**src/rtl/mlp_train_sequencer_pkg.sv**
```systemverilog
// Shared types for the MLP training sequencer: Q8.8 signed fixed point,
// FSM state encoding and the thresholded class helper.
package mlp_train_sequencer_pkg;

    typedef logic signed [15:0] sfp;

    localparam sfp ONE  = 16'sh0100;
    localparam sfp HALF = 16'sh0080;

    typedef enum logic [2:0] {
        ST_IDLE,
        ST_TRAIN,
        ST_EVAL,
        ST_DRAIN,
        ST_SCORE,
        ST_DONE
    } seq_state_e;

    function automatic logic sfp_class(sfp v, sfp thr);
        return v >= thr;
    endfunction

endpackage

```
**src/rtl/mlp_train_sequencer_if.sv**
```systemverilog
// Values/expected/training/prediction bundle between the sequencer and an MLP.
interface mlp_train_sequencer_if #(
    parameter int INPUTS  = 2,
    parameter int OUTPUTS = 1
);
    import mlp_train_sequencer_pkg::*;

    sfp [INPUTS-1:0]  mlp_values;
    sfp [OUTPUTS-1:0] mlp_expected;
    logic             mlp_training;
    sfp [OUTPUTS-1:0] prediction;

    modport master (
        output mlp_values,
        output mlp_expected,
        output mlp_training,
        input  prediction
    );

    modport slave (
        input  mlp_values,
        input  mlp_expected,
        input  mlp_training,
        output prediction
    );
endinterface

```
**src/rtl/mlp_train_sequencer_pred_align.sv**
```systemverilog
// Delay line carrying valid + expected so each expected value meets its
// prediction PRED_LAT cycles after the sample was driven.
module mlp_train_sequencer_pred_align
    import mlp_train_sequencer_pkg::*;
#(
    parameter int OUTPUTS  = 1,
    parameter int PRED_LAT = 1
) (
    input  logic             clk,
    input  logic             rst,
    input  logic             flush,
    input  logic             in_valid,
    input  sfp [OUTPUTS-1:0] in_expected,
    output logic             out_valid,
    output sfp [OUTPUTS-1:0] out_expected
);
    logic [PRED_LAT-1:0] vld_q, vld_d;
    sfp [OUTPUTS-1:0]    exp_q [PRED_LAT];
    sfp [OUTPUTS-1:0]    exp_d [PRED_LAT];

    always_comb begin
        vld_d    = '0;
        exp_d    = exp_q;
        exp_d[0] = in_expected;
        if (!flush) begin
            vld_d[0] = in_valid;
        end
        for (int i = 1; i < PRED_LAT; i++) begin
            exp_d[i] = exp_q[i-1];
            if (!flush) begin
                vld_d[i] = vld_q[i-1];
            end
        end
    end

    always_ff @(posedge clk or posedge rst) begin
        if (rst) begin
            vld_q <= '0;
            for (int i = 0; i < PRED_LAT; i++) begin
                exp_q[i] <= '0;
            end
        end else begin
            vld_q <= vld_d;
            exp_q <= exp_d;
        end
    end

    assign out_valid    = vld_q[PRED_LAT-1];
    assign out_expected = exp_q[PRED_LAT-1];

endmodule

```
**src/rtl/mlp_train_sequencer.sv**
```systemverilog
// Dataset store plus train/eval epoch FSM that drives an MLP and scores
// thresholded accuracy, stopping on epoch count or an all-correct pass.
module mlp_train_sequencer
    import mlp_train_sequencer_pkg::*;
#(
    parameter int INPUTS      = 2,
    parameter int OUTPUTS     = 1,
    parameter int NUM_SAMPLES = 4,
    parameter int PRED_LAT    = 1,
    parameter int EPOCH_W     = 16,
    localparam int AW = (NUM_SAMPLES > 1) ? $clog2(NUM_SAMPLES) : 1,
    localparam int CW = $clog2(NUM_SAMPLES + 1)
) (
    input  logic                 clk,
    input  logic                 rst,
    input  logic                 ld_en,
    input  logic [AW-1:0]        ld_addr,
    input  sfp [INPUTS-1:0]      ld_values,
    input  sfp [OUTPUTS-1:0]     ld_expected,
    input  logic                 start,
    input  logic                 abort,
    input  logic [EPOCH_W-1:0]   cfg_epochs,
    input  logic                 early_stop_en,
    input  sfp                   threshold,
    mlp_train_sequencer_if.master mlp,
    output logic                 busy,
    output logic                 done,
    output logic [EPOCH_W-1:0]   epoch_idx,
    output logic [CW-1:0]        last_correct,
    output logic                 all_correct
);
    localparam int DW = (PRED_LAT > 1) ? $clog2(PRED_LAT) : 1;
    localparam logic [AW-1:0] LAST_IDX   = AW'(NUM_SAMPLES - 1);
    localparam logic [CW-1:0] N_CNT      = CW'(NUM_SAMPLES);
    localparam logic [DW-1:0] DRAIN_INIT = DW'(PRED_LAT - 1);

    sfp [INPUTS-1:0]  ds_values_q   [NUM_SAMPLES];
    sfp [OUTPUTS-1:0] ds_expected_q [NUM_SAMPLES];
    logic             ds_we;

    seq_state_e        state_q, state_d;
    logic [AW-1:0]     idx_q, idx_d;
    logic [DW-1:0]     drain_q, drain_d;
    logic [EPOCH_W-1:0] epoch_q, epoch_d, epoch_inc;
    logic [EPOCH_W-1:0] cfg_epochs_q, cfg_epochs_d;
    logic              early_q, early_d;
    sfp                thr_q, thr_d;
    logic [CW-1:0]     acc_q, acc_d;
    logic [CW-1:0]     lc_q, lc_d;
    sfp [INPUTS-1:0]   mlp_values_q, mlp_values_d;
    sfp [OUTPUTS-1:0]  mlp_expected_q, mlp_expected_d;
    logic              mlp_training_q, mlp_training_d;

    logic              pa_valid;
    sfp [OUTPUTS-1:0]  pa_expected;
    logic              sample_ok;

    assign busy = (state_q == ST_TRAIN) || (state_q == ST_EVAL) ||
                  (state_q == ST_DRAIN) || (state_q == ST_SCORE);
    assign done = (state_q == ST_DONE);

    // Dataset is deliberately left without reset; it is reloaded by the host.
    assign ds_we = ld_en && !busy && (32'(ld_addr) < NUM_SAMPLES);

    always_ff @(posedge clk) begin
        if (ds_we) begin
            ds_values_q[ld_addr]   <= ld_values;
            ds_expected_q[ld_addr] <= ld_expected;
        end
    end

    mlp_train_sequencer_pred_align #(
        .OUTPUTS  (OUTPUTS),
        .PRED_LAT (PRED_LAT)
    ) u_pred_align (
        .clk          (clk),
        .rst          (rst),
        .flush        (abort),
        .in_valid     (state_q == ST_EVAL),
        .in_expected  (mlp_expected_q),
        .out_valid    (pa_valid),
        .out_expected (pa_expected)
    );

    always_comb begin
        sample_ok = 1'b1;
        for (int k = 0; k < OUTPUTS; k++) begin
            if (sfp_class(mlp.prediction[k], thr_q) != sfp_class(pa_expected[k], thr_q)) begin
                sample_ok = 1'b0;
            end
        end
    end

    assign epoch_inc = epoch_q + 1'b1;

    always_comb begin
        state_d        = state_q;
        idx_d          = idx_q;
        drain_d        = drain_q;
        epoch_d        = epoch_q;
        cfg_epochs_d   = cfg_epochs_q;
        early_d        = early_q;
        thr_d          = thr_q;
        acc_d          = acc_q;
        lc_d           = lc_q;
        mlp_values_d   = mlp_values_q;
        mlp_expected_d = mlp_expected_q;
        mlp_training_d = 1'b0;

        if (abort) begin
            state_d = ST_IDLE;
            acc_d   = '0;
        end else begin
            if (pa_valid && sample_ok) begin
                acc_d = acc_q + 1'b1;
            end
            // Outputs are loaded with the sample the next state will present,
            // so the registered drive lines up with state_q/idx_q.
            unique case (state_q)
                ST_IDLE: begin
                    if (start) begin
                        epoch_d = '0;
                        if (cfg_epochs == '0) begin
                            state_d = ST_DONE;
                        end else begin
                            state_d        = ST_TRAIN;
                            cfg_epochs_d   = cfg_epochs;
                            early_d        = early_stop_en;
                            thr_d          = threshold;
                            acc_d          = '0;
                            idx_d          = '0;
                            mlp_values_d   = ds_values_q[0];
                            mlp_expected_d = ds_expected_q[0];
                            mlp_training_d = 1'b1;
                        end
                    end
                end
                ST_TRAIN: begin
                    if (idx_q == LAST_IDX) begin
                        state_d = ST_EVAL;
                        idx_d   = '0;
                    end else begin
                        idx_d          = idx_q + 1'b1;
                        mlp_training_d = 1'b1;
                    end
                    mlp_values_d   = ds_values_q[idx_d];
                    mlp_expected_d = ds_expected_q[idx_d];
                end
                ST_EVAL: begin
                    if (idx_q == LAST_IDX) begin
                        state_d = ST_DRAIN;
                        drain_d = DRAIN_INIT;
                    end else begin
                        idx_d          = idx_q + 1'b1;
                        mlp_values_d   = ds_values_q[idx_d];
                        mlp_expected_d = ds_expected_q[idx_d];
                    end
                end
                ST_DRAIN: begin
                    if (drain_q == '0) begin
                        state_d = ST_SCORE;
                    end else begin
                        drain_d = drain_q - 1'b1;
                    end
                end
                ST_SCORE: begin
                    lc_d    = acc_q;
                    epoch_d = epoch_inc;
                    if ((epoch_inc == cfg_epochs_q) || (early_q && (acc_q == N_CNT))) begin
                        state_d = ST_DONE;
                    end else begin
                        state_d        = ST_TRAIN;
                        acc_d          = '0;
                        idx_d          = '0;
                        mlp_values_d   = ds_values_q[0];
                        mlp_expected_d = ds_expected_q[0];
                        mlp_training_d = 1'b1;
                    end
                end
                ST_DONE: begin
                    state_d = ST_IDLE;
                end
                default: begin
                    state_d = ST_IDLE;
                end
            endcase
        end
    end

    always_ff @(posedge clk or posedge rst) begin
        if (rst) begin
            state_q        <= ST_IDLE;
            idx_q          <= '0;
            drain_q        <= '0;
            epoch_q        <= '0;
            cfg_epochs_q   <= '0;
            early_q        <= 1'b0;
            thr_q          <= '0;
            acc_q          <= '0;
            lc_q           <= '0;
            mlp_values_q   <= '0;
            mlp_expected_q <= '0;
            mlp_training_q <= 1'b0;
        end else begin
            state_q        <= state_d;
            idx_q          <= idx_d;
            drain_q        <= drain_d;
            epoch_q        <= epoch_d;
            cfg_epochs_q   <= cfg_epochs_d;
            early_q        <= early_d;
            thr_q          <= thr_d;
            acc_q          <= acc_d;
            lc_q           <= lc_d;
            mlp_values_q   <= mlp_values_d;
            mlp_expected_q <= mlp_expected_d;
            mlp_training_q <= mlp_training_d;
        end
    end

    assign mlp.mlp_values   = mlp_values_q;
    assign mlp.mlp_expected = mlp_expected_q;
    assign mlp.mlp_training = mlp_training_q;

    assign epoch_idx    = epoch_q;
    assign last_correct = lc_q;
    assign all_correct  = (lc_q == N_CNT);

endmodule

```
**src/flat_wrapper.sv**
```systemverilog
// flat-port wrapper written by rule: the top's interface ports become plain ports
module mlp_train_sequencer_flat import mlp_train_sequencer_pkg::*;
#(
    parameter int INPUTS      = 2,
    parameter int OUTPUTS     = 1,
    parameter int NUM_SAMPLES = 4,
    parameter int PRED_LAT    = 1,
    parameter int EPOCH_W     = 16,
    localparam int AW = (NUM_SAMPLES > 1) ? $clog2(NUM_SAMPLES) : 1,
    localparam int CW = $clog2(NUM_SAMPLES + 1)
)
  (clk, rst, ld_en, ld_addr, ld_values, ld_expected, start, abort, cfg_epochs, early_stop_en, threshold, busy, done, epoch_idx, last_correct, all_correct, mlp_mlp_values, mlp_mlp_expected, mlp_mlp_training, mlp_prediction);
  mlp_train_sequencer_if #(.INPUTS(INPUTS), .OUTPUTS(OUTPUTS)) mlp_i ();
  input  logic clk;
  input  logic rst;
  input  logic ld_en;
  input  logic [AW-1:0] ld_addr;
  input  sfp [INPUTS-1:0] ld_values;
  input  sfp [OUTPUTS-1:0] ld_expected;
  input  logic start;
  input  logic abort;
  input  logic [EPOCH_W-1:0] cfg_epochs;
  input  logic early_stop_en;
  input  sfp threshold;
  output logic busy;
  output logic done;
  output logic [EPOCH_W-1:0] epoch_idx;
  output logic [CW-1:0] last_correct;
  output logic all_correct;
  output wire logic [$bits(mlp_i.mlp_values)-1:0] mlp_mlp_values;
  output wire logic [$bits(mlp_i.mlp_expected)-1:0] mlp_mlp_expected;
  output wire logic [$bits(mlp_i.mlp_training)-1:0] mlp_mlp_training;
  input wire logic [$bits(mlp_i.prediction)-1:0] mlp_prediction;
  assign mlp_mlp_values = mlp_i.mlp_values;
  assign mlp_mlp_expected = mlp_i.mlp_expected;
  assign mlp_mlp_training = mlp_i.mlp_training;
  assign mlp_i.prediction = mlp_prediction;
  mlp_train_sequencer #(.INPUTS(INPUTS), .OUTPUTS(OUTPUTS), .NUM_SAMPLES(NUM_SAMPLES), .PRED_LAT(PRED_LAT), .EPOCH_W(EPOCH_W)) u_core (.clk(clk), .rst(rst), .ld_en(ld_en), .ld_addr(ld_addr), .ld_values(ld_values), .ld_expected(ld_expected), .start(start), .abort(abort), .cfg_epochs(cfg_epochs), .early_stop_en(early_stop_en), .threshold(threshold), .mlp(mlp_i), .busy(busy), .done(done), .epoch_idx(epoch_idx), .last_correct(last_correct), .all_correct(all_correct));
endmodule
```
**config.mk**
```make
export PLATFORM = sky130hd
export DESIGN_NAME = mlp_train_sequencer_flat
export DESIGN_NICKNAME = d
export VERILOG_FILES = /design/src/rtl/mlp_train_sequencer_pkg.sv /design/src/rtl/mlp_train_sequencer_if.sv /design/src/rtl/mlp_train_sequencer_pred_align.sv /design/src/rtl/mlp_train_sequencer.sv /design/src/flat_wrapper.sv
export SDC_FILE = /design/constraint.sdc
export NUM_CORES = 1
export LEC_CHECK = 0
export CORE_MARGIN = 3
export CORE_UTILIZATION = 50
export DETAILED_ROUTE_END_ITERATION = 8
export PLACE_DENSITY = 0.7
export SLEW_MARGIN = 20
export SYNTH_ARGS = -nofsm -noshare
export SYNTH_HDL_FRONTEND = slang
export SYNTH_SLANG_ARGS = --single-unit
```
**constraint.sdc**
```tcl
create_clock -name clk -period 10.85 [get_ports clk]
set_input_delay 1.085 -clock clk [delete_from_list [all_inputs] [get_ports clk]]
set_output_delay 1.085 -clock clk [all_outputs]
set_load 0.05 [all_outputs]
```
# Word level (Yosys, flattened, before mapping)
# Memories as Yosys holds them, arrays and structs flattened.
# Cells that the tools add are included.
[op_classes]
add_sub_neg = 4
magnitude_cmp = 2
eq_ne = 19
n_mux = 47
bitwise_logic = 2
reduce_logical = 19
[op_table]
columns = ["operator", "n"]
rows = [
  ["32-bit two-way mux", 4],
  ["32-bit one-hot mux with 4 select lines", 1],
  ["16-bit two-way mux", 5],
  ["16-bit one-hot mux with 4 select lines", 1],
  ["3-bit two-way mux", 12],
  ["16-bit greater-or-equal comparator", 2],
  ["16-bit one-hot mux with 2 select lines", 1],
  ["16-bit by 1-bit adder with 16-bit output (second input constant)", 1],
  ["16-bit == test", 1],
  ["16-bit zero test", 1],
  ["3-bit one-hot mux with 5 select lines", 1],
  ["2-bit two-way mux", 7],
  ["3-bit == test (second input constant)", 4],
  ["1-bit two-way mux", 11],
  ["3-bit != test (second input constant)", 3],
  ["2-bit != test (second input constant)", 4],
  ["2-bit one-hot mux with 4 select lines", 1],
  ["4-bit AND reduction", 2],
  ["3-bit by 2-bit == test with 1-bit output (second input constant)", 2],
  ["3-bit one-hot mux with 2 select lines", 1],
  ["3-bit AND reduction", 2],
  ["6-bit AND reduction", 1],
  ["1-bit logical OR", 4],
  ["2-bit nonzero test", 2],
  ["16 further kinds", 19],
]
[totals]
register_bits = 127
ram_bits = 192
out_inout_bits = 71
n_memories = 2
[memory_table]
columns = ["name", "words", "width", "rd", "rd_ports_with_merged_regs", "write_ports", "line_no", "text"]
rows = [
  ["u_core.ds_values_q", 4, 32, 3, 0, 1, "mlp_train_sequencer.sv:37", "sfp [INPUTS-1:0] ds_values_q [NUM_SAMPLES];"],
  ["u_core.ds_expected_q", 4, 16, 3, 0, 1, "mlp_train_sequencer.sv:38", "sfp [OUTPUTS-1:0] ds_expected_q [NUM_SAMPLES];"],
]

# Longest topological paths before layout
[depth]
word_depth = 9
mapped_depth = 10
ltp_nobuf = 10

# Cells and area by module
# A second synthesis with hierarchy kept.
[hier_totals]
hier_cells = 926
hier_area_um2 = 13011.2
[modules_own_cells]
columns = ["mod", "n_inst", "cells_per_inst", "area_per_inst_um2"]
rows = [
  ["mlp_train_sequencer", 1, 907, 12568.3],
  ["mlp_train_sequencer_pred_align", 1, 19, 442.9],
]

# Least setup slack after synthesis
# Ideal clock, no wire load.
[synth_path]
kind = "flip-flop to flip-flop"
start = "reg u_core.state_q[0]"
end = "mem u_core.ds_expected_q[1][0] (netlist bit), enable pin"
setup_ns = 0.523
t_arrival_ns = 5.106
setup_slack_ns = 5.222
path_stages_with_launch = 6
synth_period_minus_slack_ns = 5.628
cell_sequence = "dfrtp_1 -> clkbuf_1 -> nor2_1 -> xnor2_1 -> nand2b_1 -> nor3b_1"
[synth_via]
elab_chain_cells = 8
elab_cells_between_ends = 11
classes_between = "eq/ne: 4; mux: 2; reduce/logical: 5"
[synth_rtl]
columns = ["element", "line_no", "text"]
rows = [
  ["start, declared", "mlp_train_sequencer.sv:41", "seq_state_e state_q, state_d;"],
  ["start signal, assigned", "mlp_train_sequencer.sv:205", "state_q <= state_d;"],
  ["3-bit by 1-bit == test with 1-bit output or 3-bit by 2-bit == test with 1-bit output (tied branches)", "mlp_train_sequencer.sv:58", "assign busy = (state_q == ST_TRAIN) || (state_q == ST_EVAL) ||"],
  ["1-bit logical OR (2 in a row)", "mlp_train_sequencer.sv:58", ""],
  ["1-bit logical OR *", "mlp_train_sequencer.sv:59", "(state_q == ST_DRAIN) || (state_q == ST_SCORE);"],
  ["via busy", "flat_wrapper.sv:25", "output logic busy;"],
  ["1-bit zero test *", "mlp_train_sequencer.sv:63", "assign ds_we = ld_en && !busy && (32'(ld_addr) < NUM_SAMPLES);"],
  ["1-bit logical AND *", "mlp_train_sequencer.sv:63", ""],
  ["1-bit two-way mux *", "mlp_train_sequencer.sv:66", "if (ds_we) begin"],
  ["1-bit two-way mux (not written as such) *", "mlp_train_sequencer.sv:68", "ds_expected_q[ld_addr] <= ld_expected;"],
  ["end, declared", "mlp_train_sequencer.sv:38", ""],
]
# Mark *: on every way through the listed nets, which the timed path passes. The rest lies on a longest branch.

# Final worst setup path
[layout_path]
start = "reg u_core.state_q[0]"
end = "out busy"
[layout_via]
elab_chain_cells = 4
elab_cells_between_ends = 7
classes_between = "eq/ne: 4; reduce/logical: 3"
[layout_rtl]
columns = ["element", "line_no"]
rows = [
  ["3-bit by 1-bit == test with 1-bit output or 3-bit by 2-bit == test with 1-bit output (tied branches)", "mlp_train_sequencer.sv:58"],
  ["1-bit logical OR (2 in a row)", "mlp_train_sequencer.sv:58"],
  ["1-bit logical OR *", "mlp_train_sequencer.sv:59"],
  ["end, declared", "flat_wrapper.sv:25"],
]
# Mark *: on every way between the ends. The rest lies on a longest branch, timed or not.

==> summary.md <==
| Metric | Value |
|---|---|
| IO Pins | about 180 |
| Min Hold Slack | just over 400 ps |
| Synth cell types | 56 |
| Final net count | between 1000 and 1500 |
| Die Area | ~29000 um2 |
| # fillers | roughly 2000 |
| Number of synthesized register bits | around 320 |
| RSZ-0062 raised after global routing | false |
| Setup TNS Final | 0 ps |
| Post-route minimum period | between 3000 and 4000 ps |
| Drt first pass iters | 6 |
| Num rows | 59 |
| Area delta synth->final | 24.37% |
| RR Endpoint | u_core.mlp.mlp_values[28] |
| Commonest non-fill, non-tap cell in the layout | edfxtp_1 |
| Clk_skew | around 12 ps |
| Design area | between 15000 and 20000 um2 |
| Vias in the first global route | roughly 8300 |
| Worst setup endpoint | busy |
| Area occupied by multi-input gates | approximately 4300 um2 |
| Maximum vdd drop | 0.1682 mV |
| FF-to-FF setup slack | ~7300 ps |
| Largest net degree at the start of global routing | ~80 |
| Worst Reg-to-Reg Cells | 10 |
| CTS root buffer | clkbuf_16 |
| DPL Wire Length | roughly 17000 um |
| First-pass GRT wire length | around 45000 um |
| DRC viols | 0 |
| Area after DPL | ~16000 um2 |
| Status | finished clean |
| MaxCap Viol Count | 0 |
| GR Util All Layers | between 10% and 20% |
| Post-route ant nets | 0 |
| Post-synthesis sequential area ratio | between 60 and 70% |
| Die width | 170.4 um |
| CTS Buffer Depth | 3 |
| Synthesis Warnings | 0 |
| Startpoint types | register |
| CTS H-tree depth | 2 |
| Most frequent cells in the layout | edfxtp_1 (192), clkdlybuf4s50_1 (174), dfrtp_1 (126) |
| Gr ovfl total | 0 |
| Final Power | 0.003738 W |
| Register area | between 8000 and 9000 um2 |
| Slowest Stage Delay on Critical Path | slightly below 900 ps |
| Vias post-DR | 8102 |
| Critical R2R Launch | u_core.epoch_idx[0] |
| CP bufs+invs | 1 |
| Clk sinks | about 320 |
| Share of layout cells above drive strength 1 | 15.02% |
| Worst min path class | reg2reg |
| Critical path depth in cells | 3 |
| CP top delay family | buffers and inverters |
| Avg WL per Cell | slightly below 20 um |
| Clk slew on worst S/H paths | roughly 60 ps |
| Port Buffers | between 150 and 200 |
| CTS Buf Count | 35 |
| Setup bufs post-CTS | 0 |
| DR vias/cell | 5.599 |
| Number of enable flip-flop cells after synthesis | around 190 |
| Leakage | 6.456 nW |
| Setup WS pre-CTS | roughly 7000 ps |
| Syn Area/Cell | approximately 15 um2 |
| Worst Setup End Kind | primary output |
| Top FF cell, synth | edfxtp_1 |
| Clock latency on the worst-skew pair | around 500 ps |
| Async S/R FF share, synth | roughly 40% |
| Die Span Y | between 150 and 200 um |
| Routability cong. | 0.8082 |
| Worst path arrival time | approximately 2600 ps |
| Core area | roughly 26000 um2 |
| Post-Syn Area | about 14000 um2 |
| Met1 global-route usage | between 20% and 30% |
| Worst slew pin tran | just over 1000 ps |
| CP startpoint | u_core.state_q[0] |
| Max_slew headroom | 30.94% |
| Final period utilization | 34.04% |
| Diode count | 0 |
| Final WL | roughly 29000 um |
| Synthesized instance count | slightly above 900 |
| Hold_buf cts | 0 |
| Post-cts sizing count | 0 |
| PD cells | approximately 220 nW/um2 |
| Syn nets | ~1000 |
| CTS tree | yes |
| FMAX | 0.2708 GHz |
| Iter 0 DRT Violations | around 630 |
| Slowest-stage cell, CP | clkdlybuf4s50_1 |
| Grt met2 use | about a third |
| Pins Over Slew Limit | 0 |
| Final setup fails | 0 |
| Gr busiest metal | met2 |
| CP Max Fanout | 9 |
| Cell Chain, Critical Path | nor2_1 -> xnor2_1 -> clkdlybuf4s50_1 |
| Final hold viol count | 0 |
| PnR worst setup slack | around 7000 ps |
| Initial Utilization | between 50 and 60% |
| Met3 usage | 3.600% |
| Number of antenna violations at the first check in global routing | 1 |
| Crit path kind | reg2out |
| CP required | approximately 10000 ps |
-- sequential cells by signal, indices dropped and copies added (netlist names), 2 cells and up --
register                          flops
u_core.mlp.mlp_values                32
u_core.last_correct                   3
u_core.ds_expected_q                 64
u_core.thr_q                         16
u_core.idx_q                          2
u_core.u_pred_align.out_expected     16
u_core.ds_values_q                  128
u_core.epoch_idx                     16
u_core.mlp.mlp_expected              16
u_core.state_q                        3
u_core.acc_q                          3
u_core.cfg_epochs_q                  16
-- synth_stat cells (all sizes together) (6+ instances only) --
library cell | instances | area (um2)
a21oi | 28 | 151.4
a221o | 49 | 490.5
a31oi | 6 | 37.54
and2 | 6 | 37.54
and3 | 6 | 38.79
buf | 14 | 105.1
clkbuf | 29 | 108.9
dfrtp | 126 | 3153
edfxtp | 192 | 5766
ha | 36 | 450.4
inv | 28 | 105.1
mux2 | 83 | 1119
mux2i | 50 | 500.5
nand2 | 25 | 93.84
nand3 | 16 | 90.09
nand4 | 13 | 87.58
nor2 | 74 | 285.3
nor3 | 8 | 40.04
o21ai | 39 | 195.2
o31ai | 6 | 58.81
xnor2 | 17 | 148.9
xor2 | 9 | 78.83
-- logic make-up (layout without fill, tap and decap cells) --
family	count (synthesis)	in the layout	synth area share, %
flip-flops	318	318	66.00
multiplexers	133	133	11.98
AO/OA/AOI/OAI	151	151	8.287
adder cells (fa/ha/maj)	36	36	3.333
AND/OR/NAND/NOR	172	172	6.352
XOR/XNOR	26	26	1.685
buffers and inverters	71	276	2.361
-- final cells by class --
cell class              instances  area share (%)
inverters                      28          0.6552
well taps                     335           2.494
multi-input cells             518           25.77
clock inverters                12          0.9381
flip-flops and latches        318           53.07
repair buffers                184           10.81
clock buffers                  52           6.261
-- per-layer routing --
layer	part of all wire [%]	vias up
li1	-	3800
met1	46	4041
met2	47	217
met3	5.1	42
met4	1.4	2
met5	0.046	-
-- report_power, final --
part	internal [W]	total, W	switching (W)	leakage (nW)
clock	0.000747	0.00121	0.000462	0.587
combinational	0.000435	0.00100	0.000569	2.56
sequential	0.00143	0.00153	0.0000920	3.31
total	0.00262	0.00374	0.00112	6.46
-- how the worst min path moves through the flow --
stage | from | to | slack [ps] | depth (start not counted)
after floorplan | u_core.acc_q[2] | u_core.last_correct[2] | 470 | 2
after global placement | u_core.mlp.mlp_expected[0] | u_core.u_pred_align.out_expected[0] | 390 | 0
final | u_core.mlp.mlp_expected[2] | u_core.u_pred_align.out_expected[2] | 410 | 0
after CTS | u_core.mlp.mlp_expected[2] | u_core.u_pred_align.out_expected[2] | 410 | 0
after detailed placement | u_core.mlp.mlp_expected[2] | u_core.u_pred_align.out_expected[2] | 400 | 0
after global routing | u_core.mlp.mlp_expected[2] | u_core.u_pred_align.out_expected[2] | 430 | 0
-- through the flow --
step,utilization (%),instances
after floorplan,-,907
after detailed placement,59.35,1383
after global routing,63.95,1447
after CTS,63.95,1447
after global placement,59.35,1383
final,63.95,1447
No activity file was read; power rests on OpenSTA's default activity.
